`config.mk`:
```
export PLATFORM = sky130hd
export DESIGN_NAME = ball_controller
export DESIGN_NICKNAME = d
export VERILOG_FILES = /design/src/rtl/ball_controller.sv
export SDC_FILE = /design/constraint.sdc
export NUM_CORES = 1
export LEC_CHECK = 0
export ABC_CLOCK_PERIOD_IN_PS = 2400
export BUFFER_PORTS_ARGS = -buffer_cell sky130_fd_sc_hd__buf_4
export CAP_MARGIN = 20
export CORE_AREA = 3 3 83 85
export CTS_CLUSTER_SIZE = 10
export DETAILED_ROUTE_END_ITERATION = 7
export DIE_AREA = 0 0 86 88
export PLACE_DENSITY = 0.77
export REMOVE_ABC_BUFFERS = 1
export SYNTH_ARGS = -nofsm -noshare
export SYNTH_HDL_FRONTEND = slang
export SYNTH_SLANG_ARGS = --single-unit
```
`constraint.sdc`:
```
create_clock -name clk -period 2.4 [get_ports clk]
set_clock_uncertainty 0.05 [all_clocks]
set_input_delay 0.24 -clock clk [delete_from_list [all_inputs] [get_ports clk]]
set_output_delay 0.24 -clock clk [all_outputs]
set_load 0.01 [all_outputs]
```
`src/rtl/ball_controller.sv`:
```
// rtl/ball_controller.sv - pong ball FSM: serve, wall/paddle bounce, miss scoring.
// Optional BALL_SPEEDUP_EN: after 7 paddle hits each frame moves the ball 2 px.
module ball_controller #(
   parameter logic [9:0] Y_MIN     = 10'd8,
   parameter logic [9:0] Y_MAX     = 10'd472,
   parameter logic [9:0] BALL_R    = 10'd4,
   parameter logic [9:0] PAD_L_X   = 10'd16,
   parameter logic [9:0] PAD_R_X   = 10'd624,
   parameter logic [9:0] PAD_HALF  = 10'd24,
   parameter logic [9:0] MISS_L_X  = 10'd8,
   parameter logic [9:0] MISS_R_X  = 10'd632,
   parameter logic [5:0] SERVE_DLY = 6'd60,
   parameter logic [3:0] WIN_SCORE = 4'd9
) (
   input  logic       clk,
   input  logic       reset,
   input  logic       frame_tick,
   input  logic       start,
   input  logic [9:0] ball_center_x,
   input  logic [9:0] ball_center_y,
   input  logic [9:0] paddle_l_y,
   input  logic [9:0] paddle_r_y,
   output logic [3:0] cw_ballMovement,
   output logic [3:0] score_l,
   output logic [3:0] score_r,
   output logic       point,
   output logic       game_over
);

   typedef enum logic [2:0] {S_IDLE, S_CENTER, S_WAIT, S_PLAY, S_OVER} state_t;

   localparam logic [3:0] CW_HOLD   = 4'b0000;
   localparam logic [3:0] CW_CENTER = 4'b0101;

   state_t     state_q;
   logic [3:0] cw_q;
   logic [3:0] score_l_q, score_r_q;
   logic       point_q, game_over_q;
   logic       dir_x_q, dir_y_q;
   logic [5:0] cnt_q;

   logic        dir_x_d, dir_y_d;
   logic [3:0]  cw_d;
   logic [10:0] x_w, y_w, dy_l, dy_r;
   logic        miss_l, miss_r, top_hit, bot_hit, pad_l_hit, pad_r_hit;
   logic [3:0]  score_l_inc, score_r_inc;

   // All comparisons are done 11 bits wide so y-BALL_R going negative still counts as a wall hit.
   always_comb begin
      x_w  = {1'b0, ball_center_x};
      y_w  = {1'b0, ball_center_y};
      dy_l = (ball_center_y >= paddle_l_y) ? ({1'b0, ball_center_y} - {1'b0, paddle_l_y})
                                           : ({1'b0, paddle_l_y} - {1'b0, ball_center_y});
      dy_r = (ball_center_y >= paddle_r_y) ? ({1'b0, ball_center_y} - {1'b0, paddle_r_y})
                                           : ({1'b0, paddle_r_y} - {1'b0, ball_center_y});
      miss_l    = x_w <= {1'b0, MISS_L_X};
      miss_r    = x_w >= {1'b0, MISS_R_X};
      top_hit   = !dir_y_q && (y_w <= ({1'b0, Y_MIN} + {1'b0, BALL_R}));
      bot_hit   = dir_y_q && ((y_w + {1'b0, BALL_R}) >= {1'b0, Y_MAX});
      pad_l_hit = !dir_x_q && (x_w <= ({1'b0, PAD_L_X} + {1'b0, BALL_R})) && (dy_l <= {1'b0, PAD_HALF});
      pad_r_hit = dir_x_q && ((x_w + {1'b0, BALL_R}) >= {1'b0, PAD_R_X}) && (dy_r <= {1'b0, PAD_HALF});
      dir_x_d   = pad_l_hit ? 1'b1 : (pad_r_hit ? 1'b0 : dir_x_q);
      dir_y_d   = top_hit ? 1'b1 : (bot_hit ? 1'b0 : dir_y_q);
      case ({dir_x_d, dir_y_d})
         2'b11:   cw_d = 4'b0001;
         2'b00:   cw_d = 4'b0010;
         2'b01:   cw_d = 4'b0011;
         default: cw_d = 4'b0100;
      endcase
      score_l_inc = score_l_q + 4'd1;
      score_r_inc = score_r_q + 4'd1;
   end

`ifdef BALL_SPEEDUP_EN
   logic [2:0] hits_q;
   logic       extra_q;
`endif

   always_ff @(posedge clk or posedge reset) begin
      if (reset) begin
         state_q     <= S_IDLE;
         cw_q        <= CW_HOLD;
         score_l_q   <= 4'd0;
         score_r_q   <= 4'd0;
         point_q     <= 1'b0;
         game_over_q <= 1'b0;
         dir_x_q     <= 1'b1;
         dir_y_q     <= 1'b1;
         cnt_q       <= 6'd0;
`ifdef BALL_SPEEDUP_EN
         hits_q      <= 3'd0;
         extra_q     <= 1'b0;
`endif
      end else begin
         cw_q    <= CW_HOLD;
         point_q <= 1'b0;
`ifdef BALL_SPEEDUP_EN
         extra_q <= 1'b0;
         if (extra_q) cw_q <= cw_q;
`endif
         case (state_q)
            S_IDLE: begin
               if (start) state_q <= S_CENTER;
            end
            S_CENTER: begin
               cw_q    <= CW_CENTER;
               cnt_q   <= SERVE_DLY;
               state_q <= S_WAIT;
            end
            S_WAIT: begin
               if (cnt_q == 6'd0) begin
                  state_q <= S_PLAY;
               end else if (frame_tick) begin
                  cnt_q <= cnt_q - 6'd1;
                  if (cnt_q == 6'd1) state_q <= S_PLAY;
               end
            end
            S_PLAY: begin
               if (frame_tick) begin
                  if (miss_l || miss_r) begin
                     // The ball is served back toward whoever conceded.
                     point_q <= 1'b1;
                     dir_x_q <= miss_r;
                     dir_y_q <= !dir_y_q;
                     cw_q    <= CW_HOLD;
`ifdef BALL_SPEEDUP_EN
                     hits_q  <= 3'd0;
                     extra_q <= 1'b0;
`endif
                     if (miss_r) begin
                        score_l_q <= score_l_inc;
                        state_q   <= (score_l_inc == WIN_SCORE) ? S_OVER : S_CENTER;
                        game_over_q <= (score_l_inc == WIN_SCORE);
                     end else begin
                        score_r_q <= score_r_inc;
                        state_q   <= (score_r_inc == WIN_SCORE) ? S_OVER : S_CENTER;
                        game_over_q <= (score_r_inc == WIN_SCORE);
                     end
                  end else begin
                     dir_x_q <= dir_x_d;
                     dir_y_q <= dir_y_d;
                     cw_q    <= cw_d;
`ifdef BALL_SPEEDUP_EN
                     if ((pad_l_hit || pad_r_hit) && (hits_q != 3'd7)) hits_q <= hits_q + 3'd1;
                     extra_q <= (hits_q == 3'd7);
`endif
                  end
               end
            end
            S_OVER: begin
               if (start) begin
                  score_l_q   <= 4'd0;
                  score_r_q   <= 4'd0;
                  game_over_q <= 1'b0;
                  state_q     <= S_CENTER;
               end
            end
            default: state_q <= S_IDLE;
         endcase
      end
   end

   assign cw_ballMovement = cw_q;
   assign score_l         = score_l_q;
   assign score_r         = score_r_q;
   assign point           = point_q;
   assign game_over       = game_over_q;

endmodule

```
## After elaboration in Yosys (flattened, before gate mapping)

Cells that the tools add are included.

| storage, ports and cells | value |
|---|---|
| register bits | 25 |
| input port bits | 44 |
| output and inout bits | 14 |

| operators by class | value |
|---|---|
| $add $sub $neg | 9 |
| order comparisons | 10 |
| eq/ne operators | 19 |
| mux-type cells | 42 |
| reductions and logical operators | 21 |

Operators by type and width:

| operator | count |
|---|---|
| $sub A10 B10 Y11 | 4 |
| $mux W4 | 9 |
| $mux W3 | 9 |
| $pmux W4 S2 | 3 |
| $add A10 B3 Y11 const B | 2 |
| $le A11 B5 Y1 const B | 2 |
| $mux W11 | 2 |
| $ge A10 B10 Y1 | 2 |
| $le A10 B4 Y1 const B | 2 |
| $reduce_and A5 Y1 | 3 |
| $ne A2 B2 Y1 const B | 7 |
| $mux W1 | 13 |
| $mux W6 | 2 |
| $pmux W3 S4 | 1 |
| $pmux W6 S2 | 1 |
| $ge A11 B10 Y1 const B | 1 |
| $ge A11 B9 Y1 const B | 1 |
| $ge A10 B10 Y1 const B | 1 |
| $le A10 B5 Y1 const B | 1 |
| $pmux W3 S3 | 1 |
| $add A4 B1 Y4 const B | 2 |
| $eq A4 B4 Y1 const B | 2 |
| $eq A3 B2 Y1 const B | 2 |
| $eq A6 B1 Y1 const B | 1 |
| 19 further kinds | 27 |

## Depth between registers and ports, before layout

Gate-level depths: netlist (run 1).

| depth | value |
|---|---|
| depth after elaboration | 11 |
| gate-level depth with buffers | 12 |
| depth with buffers taken out | 10 |

## Worst setup path before layout (run 1)

OpenSTA, ideal clock, no wires.

| path | value |
|---|---|
| path type | input to register |
| start | input port ball_center_y[4] |
| end | register cw_q[1] (netlist: cw_ballMovement[1]) |
| library setup time | 77 ps |
| arrival | 2534 ps |
| required time | 2273 ps |
| setup slack | -262 ps |
| stages | 11 |
| path buffers | 1 |
| cell sequence | inv_1 -> ha_1 -> buf_2 -> and3_1 -> o21ai_2 -> a31oi_1 -> a2111oi_0 -> nor3_1 -> or4_4 -> a311o_1 -> a21oi_1 |

| on the way | value |
|---|---|
| word-level cells in the longest chain between the ends | 11 |
| elaborated cells on any way between the ends | 28 |
| classes of those cells | 5 x add/sub; 6 x order compare; 2 x eq/ne; 10 x mux; 5 x reduce/logical |

RTL lines:

| element | line | text |
|---|---|---|
| from (decl) | 20 | `input logic [9:0] ball_center_y,` |
| $sub A10 B10 Y11, or another cell as far along | 55 | `: ({1'b0, paddle_r_y} - {1'b0, ball_center_y});` |
| $mux W11 | 54 | `dy_r = (ball_center_y >= paddle_r_y) ? ({1'b0, ball_center_y} - {1'b0, paddle_r_y})` |
| $le A11 B5 Y1 | 61 | `pad_r_hit = dir_x_q && ((x_w + {1'b0, BALL_R}) >= {1'b0, PAD_R_X}) && (dy_r <= {1'b0, PAD_HALF});` |
| $logic_and A1 B1 Y1 | 61 |  |
| $mux W1 (2 in a row) | 62 | `dir_x_d = pad_l_hit ? 1'b1 : (pad_r_hit ? 1'b0 : dir_x_q);` |
| $eq A2 B1 Y1, or another cell as far along | 64 | `case ({dir_x_d, dir_y_d})` |
| $pmux W3 S3 (*) | 64 |  |
| $mux W4 (*) | 120 | `if (miss_l \|\| miss_r) begin` |
| $mux W4 (*) | 119 | `if (frame_tick) begin` |
| $pmux W4 S2 (*) | 101 | `case (state_q)` |
| to (signal assigned) | 142 | `cw_q <= cw_d;` |
| to (decl) | 36 | `logic [3:0] cw_q;` |

Mark *: on every way between the ends. The rest lies on a longest branch, timed or not.
A chain may end at the register's enable or synchronous reset.

## Worst setup path after layout (run 1)

| path | value |
|---|---|
| start | input port ball_center_y[1] |
| end | register cw_q[1] (netlist: cw_ballMovement[1]) |

The elaborated chain is that of the path after synthesis.

==> impl_metrics.json, run 1 <==
{
  "yosys_warnings": 0,
  "remaining_drc_errors": 0,
  "finalSetupViolCount": 3,
  "min_period_ns": 2.473,
  "ir_drop_mv": 0.5481,
  "pwr_density_cell_mw_per_mm2": 502.6,
  "synth_area_mm2": 0.003351,
  "drt_wl_total_mm": 11.54,
  "gp_congestion": 0.9489,
  "drt_pass1_iterations": 5,
  "cts_max_level": 1,
  "ys.flop_type": "dfrtp_1",
  "clock-sinks": 24,
  "hpwl_mm": 8.162,
  "cp_slowest_cell": "or4_4",
  "io_buffers": 56,
  "fmax_ghz": 0.4044,
  "die_w_um": 86,
  "cts_made_buffers": 3,
  "hold_buffers": 0,
  "fin_nets": 664,
  "insertion_delay_ns": 0.27,
  "layout_setup_ws_ns": -0.07285,
  "p_comb_frac": 0.575,
  "rows": 29,
  "crit_chain": "buf_6, inv_6, ha_4, nor2b_4, o221a_1, o211a_1, o311a_1, or4_4, a311o_1, a21oi_1",
  "area_growth_pct": 48.88,
  "status": "finished with violations",
  "core_area_mm2": 0.006277,
  "die-area_mm2": 0.007568,
  "hold_violations": 0,
  "synth_cells": 439,
  "switching_share": 0.4195,
  "p_sw_mw": 1.052,
  "die_y_um": 88,
  "clk_pin_slew_ns": 0.09,
  "required_ns": 2.55,
  "cts_tree": "built",
  "violations": "negative setup slack",
  "final.period_utilization": 1.030,
  "p_clk_frac": 0.145,
  "cpPeakStageDelay_ns": 0.54,
  "rsz0062_at_grt": "yes",
  "grt_max_degree": 25,
  "first_global_vias": 3602,
  "maxCapViolCount": 0,
  "via_per_inst": 6.168,
  "tightestPinTransition_ns": 0.9316,
  "critical_path_class": "input pin to flop",
  "p_leak_nw": 2.283,
  "num_antenna_cells": 0,
  "synth.distinct_cells": 69,
  "min_path_type": "input pin to async pin",
  "fin_util": 0.7947,
  "startpoint_type": "input pin",
  "place_ws_ns": -0.5085,
  "yosys-top-cells-count": "ha_1 (49), nand2_1 (47), inv_1 (42)",
  "worst_ep_arrival_time_ns": 2.62,
  "synth_seq_cells": 24,
  "slew_viol_final": 0,
  "p_seq_frac": 0.280,
  "ys_top_cells_by_area": "ha_1 (18%), dfrtp_1 (16%), o21ai_0 (5.4%)",
  "vias": 3991,
  "synth-edff-count": 0,
  "relSlewSlack": 0.3782,
  "synth.most_common_cell": "ha_1",
  "grt_overflow": 0,
  "seq_area_frac_synth": 0.1800,
  "grtUsageTotal": 0.2672,
  "synth_area_leader_cell": "ha_1",
  "antenna_found_initial": 0,
  "end_kind": "flop",
  "grt_pass1_wl_mm": 16.64,
  "p_int_mw": 1.456,
  "routedWlPerCell_um": 17.84,
  "drive_above_1_share": 0.3930,
  "synth.avg_cell_area_um2": 7.633,
  "clockRootBuffer": "clkbuf_8",
  "synth_top_area_frac": 0.1830,
  "critPathMaxFanout": 3,
  "cts_max_path_buffers": 2,
  "drtIter0Drc": 245,
  "synthArstFlopShare": 1.000,
  "initial_core_util": 0.5338,
  "ant_nets": 0,
  "io_pins": 58
}
==> cell families after synthesis <==
group,synth area share
fa+ha+maj,0.1830
flops,0.1800
simple gates,0.2211
buf+inv,0.07281
compound gates,0.2834
mux,0.006348
other cells,0.001119
xor+xnor,0.05228
==> per-layer routing <==
layer / up-vias / share of wire / GRT usage
met4: 0 / 0.039 / 0.08489
li1: 1864 / - / -
met3: 51 / 0.057 / 0.02728
met1: 1879 / 0.39 / 0.3199
met2: 197 / 0.51 / 0.4982
met5: - / 0 / 0
==> power groups by stage <==
stage | sequential, mW | combinational, mW | clock [mW]
final | 0.703 | 1.44 | 0.363
after global routing | 0.723 | 1.58 | 0.375
after global placement | 0.698 | 1.19 | 0
after CTS | 0.699 | 1.30 | 0.362
after floorplan | 0.694 | 0.722 | 0
after detailed placement | 0.705 | 1.24 | 0
==> state kept, by name, indices dropped and copies added, names as in the netlist <==
| register | flops |
|---|---|
| cnt_q | 6 |
| dir_x_q | 1 |
| dir_y_q | 1 |
| cw_ballMovement | 3 |
| score_l | 4 |
| score_r | 4 |
| game_over | 1 |
| state_q | 3 |
| point | 1 |
==> path summary, 6_finish.rpt <==
kind | from | endpoint | slack, ns | depth (start not counted)
max in group asynchronous | reset | cw_ballMovement[0] | 1.61 | 2
setup reg to reg | state_q[2] | score_r[3] | 0.20 | 7
hold / removal | reset | score_l[2] | 0.12 | 2
hold reg to reg | dir_y_q | dir_y_q | 0.47 | 2
setup / recovery | ball_center_y[1] | cw_ballMovement[1] | -0.07 | 10
min in group clk | start | state_q[2] | 0.15 | 2
==> placed cells by master (no fill, tap or decap), types with 4 or more instances in the layout <==
cell type	instances
ha_1	30
nand2_2	4
inv_1	31
nand2b_1	6
a21oi_2	4
or4_1	4
nor3_1	7
nand2_1	43
ha_4	16
a31oi_1	6
o21a_1	7
nand3_1	7
inv_2	5
a21o_1	6
buf_6	7
nor2_1	23
and2_1	6
and3_1	4
dfrtp_1	22
o21ai_0	32
xor2_1	10
nand4_1	11
a21oi_1	28
nor2b_1	5
inv_4	4
xnor2_1	10
o211ai_1	9
buf_4	130
==> per-stage QoR <==
| step | cell area (µm²) | hold slack, ns | power [mW] | setup TNS [ns] | instances |
|---|---|---|---|---|---|
| floorplan | 3264 | 0.2031 | 1.416 | -0.6224 | 427 |
| global placement | 4367 | 0.4286 | 1.883 | -1.402 | 638 |
| detailed placement | 4367 | 0.4429 | 1.944 | -1.427 | 638 |
| CTS | 4646 | 0.1534 | 2.364 | 0 | 642 |
| global route | 4989 | 0.1661 | 2.673 | -0.3712 | 647 |
| finish | 4989 | 0.1212 | 2.507 | -0.1721 | 647 |
==> area by class of cell <==
| cell class | count | area, µm² |
|---|---|---|
| Multi-Input combinational cell | 361 | 2953 |
| Fill cell | 404 | 1289 |
| Timing Repair Buffer | 139 | 1085 |
| Sequential cell | 24 | 603.1 |
| Inverter | 42 | 180.2 |
| Tap cell | 77 | 96.34 |
| Clock buffer | 3 | 41.29 |
| Clock inverter | 1 | 30.03 |
==> timing repair <==
action / 4_1_cts / 5_1_grt
buffers inserted: 0 / 6
pin swaps: 26 / 29
setup endpoints to repair: 3 / 3
gates resized for setup: 42 / 62
==> worst max-delay path, delay by kind of cell <==
kind / cells / cell delay, ns
compound gates: 5 / 1.34
simple gates: 2 / 0.67
fa+ha+maj: 1 / 0.20
buf+inv: 2 / 0.17
(Power assumes the default switching activity.)
==> run 2, diff against run 1 <==
--- a/config.mk
+++ b/config.mk
@@ -6,13 +6,13 @@
 export NUM_CORES = 1
 export LEC_CHECK = 0
 export ABC_CLOCK_PERIOD_IN_PS = 2400
-export BUFFER_PORTS_ARGS = -buffer_cell sky130_fd_sc_hd__buf_4
 export CAP_MARGIN = 20
 export CORE_AREA = 3 3 83 85
 export CTS_CLUSTER_SIZE = 10
 export DETAILED_ROUTE_END_ITERATION = 7
 export DIE_AREA = 0 0 86 88
-export PLACE_DENSITY = 0.77
+export DONT_BUFFER_PORTS = 1
+export PLACE_DENSITY = 0.69
 export REMOVE_ABC_BUFFERS = 1
 export SYNTH_ARGS = -nofsm -noshare
 export SYNTH_HDL_FRONTEND = slang
==> impl_metrics.json, run 2 (same netlist as run 1, synthesis figures left out) <==
{
  "r2r_cells": 8,
  "fin_cells": 581,
  "cts_tree": "built",
  "hpwl_mm": 7.726,
  "design_area_mm2": 0.004141,
  "die-area_mm2": 0.007568,
  "drt_wl_total_mm": 9.448,
  "rr_endpoint": "cnt_q[5]",
  "slew_viol_final": 0,
  "initial_core_util": 0.5338,
  "num_antenna_cells": 0,
  "die_y_um": 88,
  "gp_congestion": 0.9625,
  "grt_pass1_wl_mm": 14.86,
  "relSlewSlack": 0.3882,
  "critPathMaxFanout": 8,
  "grt_max_degree": 25,
  "routedWlPerCell_um": 16.26,
  "final_cell_mix": "buf_4 (73), nand2_1 (47), ha_1 (43)",
  "drtIter0Drc": 252,
  "clock-sinks": 24,
  "p_leak_nw": 1.913,
  "cts_max_level": 1,
  "via_per_inst": 6.048,
  "required_ns": 2.55,
  "rows": 29,
  "violations": "negative setup slack",
  "grtUsageTotal": 0.2416,
  "maxCapViolCount": 0,
  "core_area_mm2": 0.006277,
  "startpoint_type": "input pin",
  "ir_drop_mv": 0.4893,
  "finalSetupViolCount": 3,
  "end_kind": "flop",
  "clockRootBuffer": "clkbuf_8",
  "status": "finished with violations",
  "r2r_slack_ns": 0.28,
  "dpl.cell_count": 577,
  "layout_setup_ws_ns": -0.04793,
  "regMostFlops": "cnt_q",
  "first_global_vias": 3192,
  "critical_path_class": "input pin to flop",
  "placed_area_mm2": 0.003909,
  "worst_ep_arrival_time_ns": 2.60,
  "drive_above_1_share": 0.2361,
  "io_buffers": 0,
  "pwr_density_cell_mw_per_mm2": 508.4,
  "fin_nets": 598,
  "area_growth_pct": 23.60,
  "hold_buffers": 0,
  "final_common_cell": "buf_4",
  "final.period_utilization": 1.020,
  "tightestPinTransition_ns": 0.9168,
  "grt_overflow": 0,
  "rsz0062_at_grt": "yes",
  "ant_nets": 0,
  "insertion_delay_ns": 0.27,
  "min_period_ns": 2.448,
  "timing.hold.ws_ns": 0.004816,
  "die_w_um": 86,
  "min_path_type": "input pin to async pin",
  "largest_register_ffs": 6,
  "clk_pin_slew_ns": 0.09,
  "finalPower_mw": 2.105,
  "cts_made_buffers": 3,
  "fmax_ghz": 0.4085,
  "remaining_drc_errors": 0,
  "vias": 3514,
  "io_pins": 58,
  "rr_startpoint": "cnt_q[0]",
  "hold_violations": 0,
  "antenna_found_initial": 0,
  "drt_pass1_iterations": 5,
  "cts_max_path_buffers": 2
}
-- run 2: cell types whose count changed in the layout (fill, tap and decap cells not counted), moves of 3 or more --
cell,change
ha_4,-10
nand2_1,+4
buf_4,-57
ha_1,+13
nand2_2,-4
inv_2,-4
a31oi_1,+3
inv_1,+8
inv_4,-4
ha_2,-3
buf_6,-7
-- run 2: worst max path at each step --
stage                           startpoint                 end  slack, ns  cells after the start
after global routing      ball_center_y[3]  cw_ballMovement[1]      -0.18                     11
after detailed placement  ball_center_y[3]  cw_ballMovement[1]      -0.45                     11
after CTS                 ball_center_y[1]             dir_x_q     -0.005                     11
final                     ball_center_y[3]  cw_ballMovement[1]      -0.05                     11
after floorplan           ball_center_y[3]  cw_ballMovement[1]      -0.25                     10
after global placement    ball_center_y[3]             dir_x_q      -0.43                     11
-- run 2: layer usage --
layer | vias to the layer above | track usage | wire length (µm)
met5 | - | 0 | 0
met4 | 0 | 0.05180 | 190
met3 | 17 | 0.04045 | 717
met2 | 129 | 0.3868 | 4384
met1 | 1630 | 0.3425 | 4156
li1 | 1738 | - | -
-- run 2: final cells by class --
cell class | instances | area [µm²]
Timing Repair Buffer | 73 | 548.0
Clock buffer | 4 | 55.05
Inverter | 42 | 165.2
Tap cell | 77 | 96.34
Sequential cell | 24 | 603.1
Multi-Input combinational cell | 361 | 2674
Fill cell | 559 | 2136
-- run 2: critical path: stages --
cell	delay, ns
inv_2	0.03
buf_4	0.14
ha_4	0.27
a21oi_2	0.17
nand2b_1	0.16
a31oi_1	0.15
a2111oi_2	0.35
nor3_1	0.08
or4_4	0.56
a311o_1	0.34
a21oi_1	0.11
-- run 2: stage by stage --
stage	TNS [ns]	setup WS, ns	utilization
after floorplan	-0.6224	-0.2515	-
after global placement	-1.189	-0.4334	0.6227
after detailed placement	-1.312	-0.4453	0.6227
after CTS	-0.005328	-0.005328	0.6448
after global routing	-0.4003	-0.1850	0.6598
final	-0.08441	-0.04793	0.6598
-- run 2: where the power goes --
group	internal, mW	leakage, nW	total [mW]	switching, mW
clock network	0.147	0.0288	0.277	0.130
registers	0.536	0.297	0.731	0.195
logic	0.533	1.59	1.10	0.565
total	1.22	1.91	2.11	0.890
-- run 2: what timing repair did --
item                       in CTS  in global routing
gates resized for setup        16                 19
buffers inserted                0                  1
setup endpoints to repair       3                  3
pin swaps                       5                  3
==> run 3, diff against run 2 <==
--- a/config.mk
+++ b/config.mk
@@ -12,7 +12,7 @@
 export DETAILED_ROUTE_END_ITERATION = 7
 export DIE_AREA = 0 0 86 88
 export DONT_BUFFER_PORTS = 1
-export PLACE_DENSITY = 0.69
+export PLACE_DENSITY = 0.78
 export REMOVE_ABC_BUFFERS = 1
 export SYNTH_ARGS = -nofsm -noshare
 export SYNTH_HDL_FRONTEND = slang
==> impl_metrics.json, run 3 (same netlist as run 1, synthesis figures left out) <==
{
  "required_ns": 2.50,
  "regMostFlops": "cnt_q",
  "die_y_um": 88,
  "fin_nets": 602,
  "violations": "negative setup slack",
  "r2r_slack_ns": 0.27,
  "area_growth_pct": 31.07,
  "fin_setup_tns_ns": -0.04469,
  "io_buffers": 0,
  "crit_path_end": "cw_ballMovement[1]",
  "hpwl_mm": 7.686,
  "cp-startpoint": "ball_center_y[3]",
  "p_int_mw": 1.240,
  "largest_register_ffs": 6,
  "remaining_drc_errors": 0,
  "via_per_inst": 6.378,
  "pwr_density_cell_mw_per_mm2": 502.2,
  "path_buf_inv": 3,
  "place_ws_ns": -0.3952,
  "rr_endpoint": "cnt_q[5]",
  "drtIter0Drc": 267,
  "rr_startpoint": "cnt_q[0]",
  "layout_setup_ws_ns": -0.03944,
  "tightestPinTransition_ns": 0.8858,
  "p_sw_mw": 0.9658,
  "worst_ep_arrival_time_ns": 2.54,
  "ir_drop_mv": 0.5682,
  "grt_pass1_wl_mm": 15.75,
  "switching_share": 0.4379,
  "dpl.cell_count": 575,
  "final.period_utilization": 1.016,
  "p_leak_nw": 1.944,
  "clk_pin_slew_ns": 0.08,
  "cp_slowest_cell": "or4_4",
  "final_common_cell": "buf_4",
  "first_global_vias": 3449,
  "drt_pass1_iterations": 4,
  "cts_made_buffers": 3,
  "die-area_mm2": 0.007568,
  "startpoint_type": "input pin",
  "cts_max_path_buffers": 2,
  "finalSetupViolCount": 2,
  "drt_wl_total_mm": 10.83,
  "fmax_ghz": 0.4099,
  "num_antenna_cells": 0,
  "p_comb_frac": 0.555,
  "gp_congestion": 0.9045,
  "fin_util": 0.6996,
  "routedWlPerCell_um": 18.51,
  "final_cell_mix": "buf_4 (74), nand2_1 (43), inv_1 (38)",
  "min_period_ns": 2.439,
  "vias": 3731,
  "cpPeakStageDelay_ns": 0.54,
  "status": "finished with violations",
  "insertion_delay_ns": 0.26,
  "clock-sinks": 24,
  "cp_top_family": "compound AO/OA/AOI/OAI gates",
  "grt_overflow": 0,
  "rows": 29,
  "io_pins": 58,
  "hold_violations": 0,
  "grt_max_degree": 25,
  "die_w_um": 86,
  "ant_nets": 0,
  "maxCapViolCount": 0,
  "initial_core_util": 0.5338,
  "rsz0062_at_grt": "yes",
  "fin_cells": 585,
  "hold_buffers": 0,
  "antenna_found_initial": 0,
  "critPathMaxFanout": 5,
  "drive_above_1_share": 0.2913,
  "slew_viol_final": 0,
  "core_area_mm2": 0.006277,
  "crit_chain": "clkinvlp_4, ha_4, nand2_2, or4_4, buf_6, a311oi_2, a31oi_1, xnor2_1, a311oi_4, buf_4, a211oi_2, a21oi_2",
  "p_seq_frac": 0.335,
  "clockRootBuffer": "clkbuf_8",
  "p_clk_frac": 0.110,
  "grtUsageTotal": 0.2546,
  "cp.depth": 12,
  "min_path_type": "input pin to async pin",
  "critical_path_class": "input pin to flop",
  "cts_tree": "built",
  "end_kind": "flop",
  "relSlewSlack": 0.4088,
  "cts_max_level": 1,
  "r2r_cells": 8
}
## run 3: changes by cell type in the layout (fill, tap and decap cells not counted), moves of 2 or more
cell | before | now
nand2_1 | 47 | 43
buf_6 | 0 | 3
a31oi_1 | 9 | 7
ha_1 | 43 | 37
a211oi_1 | 4 | 2
a211oi_2 | 1 | 3
a21oi_2 | 5 | 7
ha_4 | 6 | 12
a21oi_1 | 28 | 26
clkinvlp_4 | 2 | 4
nand2_2 | 0 | 3
## run 3: area by class of cell
| class | count | area [µm²] |
|---|---|---|
| timing repair buffer | 77 | 589.3 |
| multi-input combinational | 361 | 2885 |
| sequential | 24 | 603.1 |
| clock buffer | 4 | 45.04 |
| tap | 77 | 96.34 |
| inverter | 42 | 172.7 |
| fill | 454 | 1886 |
## run 3: worst min path at each step
stage	start	endpoint	cells after the start
2_1_floorplan	reset	cnt_q[0]	1
3_3_place_gp	start	state_q[2]	1
3_5_place_dp	start	state_q[2]	1
4_1_cts	start	state_q[2]	1
5_1_grt	start	state_q[2]	1
6_report	reset	score_l[2]	1
## run 3: stage by stage
| stage | hold slack, ns | cell area, µm² | total power, mW |
|---|---|---|---|
| 2_1_floorplan | 0.2031 | 3264 | 1.416 |
| 3_3_place_gp | 0.3033 | 3894 | 1.728 |
| 3_5_place_dp | 0.3138 | 3894 | 1.783 |
| 4_1_cts | 0.03250 | 4055 | 2.057 |
| 5_1_grt | 0.03253 | 4392 | 2.376 |
| 6_report | 0.00009553 | 4392 | 2.206 |
## run 3: power by group through the flow
stage / combinational (mW) / sequential (mW) / clock, mW
finish: 1.22 / 0.738 / 0.243
global route: 1.35 / 0.758 / 0.267
CTS: 1.08 / 0.734 / 0.244
detailed placement: 1.04 / 0.741 / 0
global placement: 0.994 / 0.734 / 0
floorplan: 0.722 / 0.694 / 0
## run 3: worst register-to-register path, cell delays in order (launching register included)
cell and delay (ns):
dfrtp_1 0.40, inv_1 0.09, ha_1 0.22, a211oi_1 0.22, o21bai_1 0.14, or4_1 0.47
nor3_1 0.21, xnor2_1 0.15, nand2_1 0.06
## run 3: per-layer routing
layer,track usage,up-vias,wire [µm]
li1,-,1739,-
met3,0.03481,49,588
met4,0.09640,0,491
met2,0.4625,158,5603
met1,0.3036,1785,4146
met5,0,-,0
## run 3: timing repair
| item | in CTS | in global routing |
|---|---|---|
| setup buffers | 1 | 6 |
| gates resized for setup | 18 | 52 |
| setup endpoints to repair | 3 | 3 |
| pin swaps | 7 | 32 |
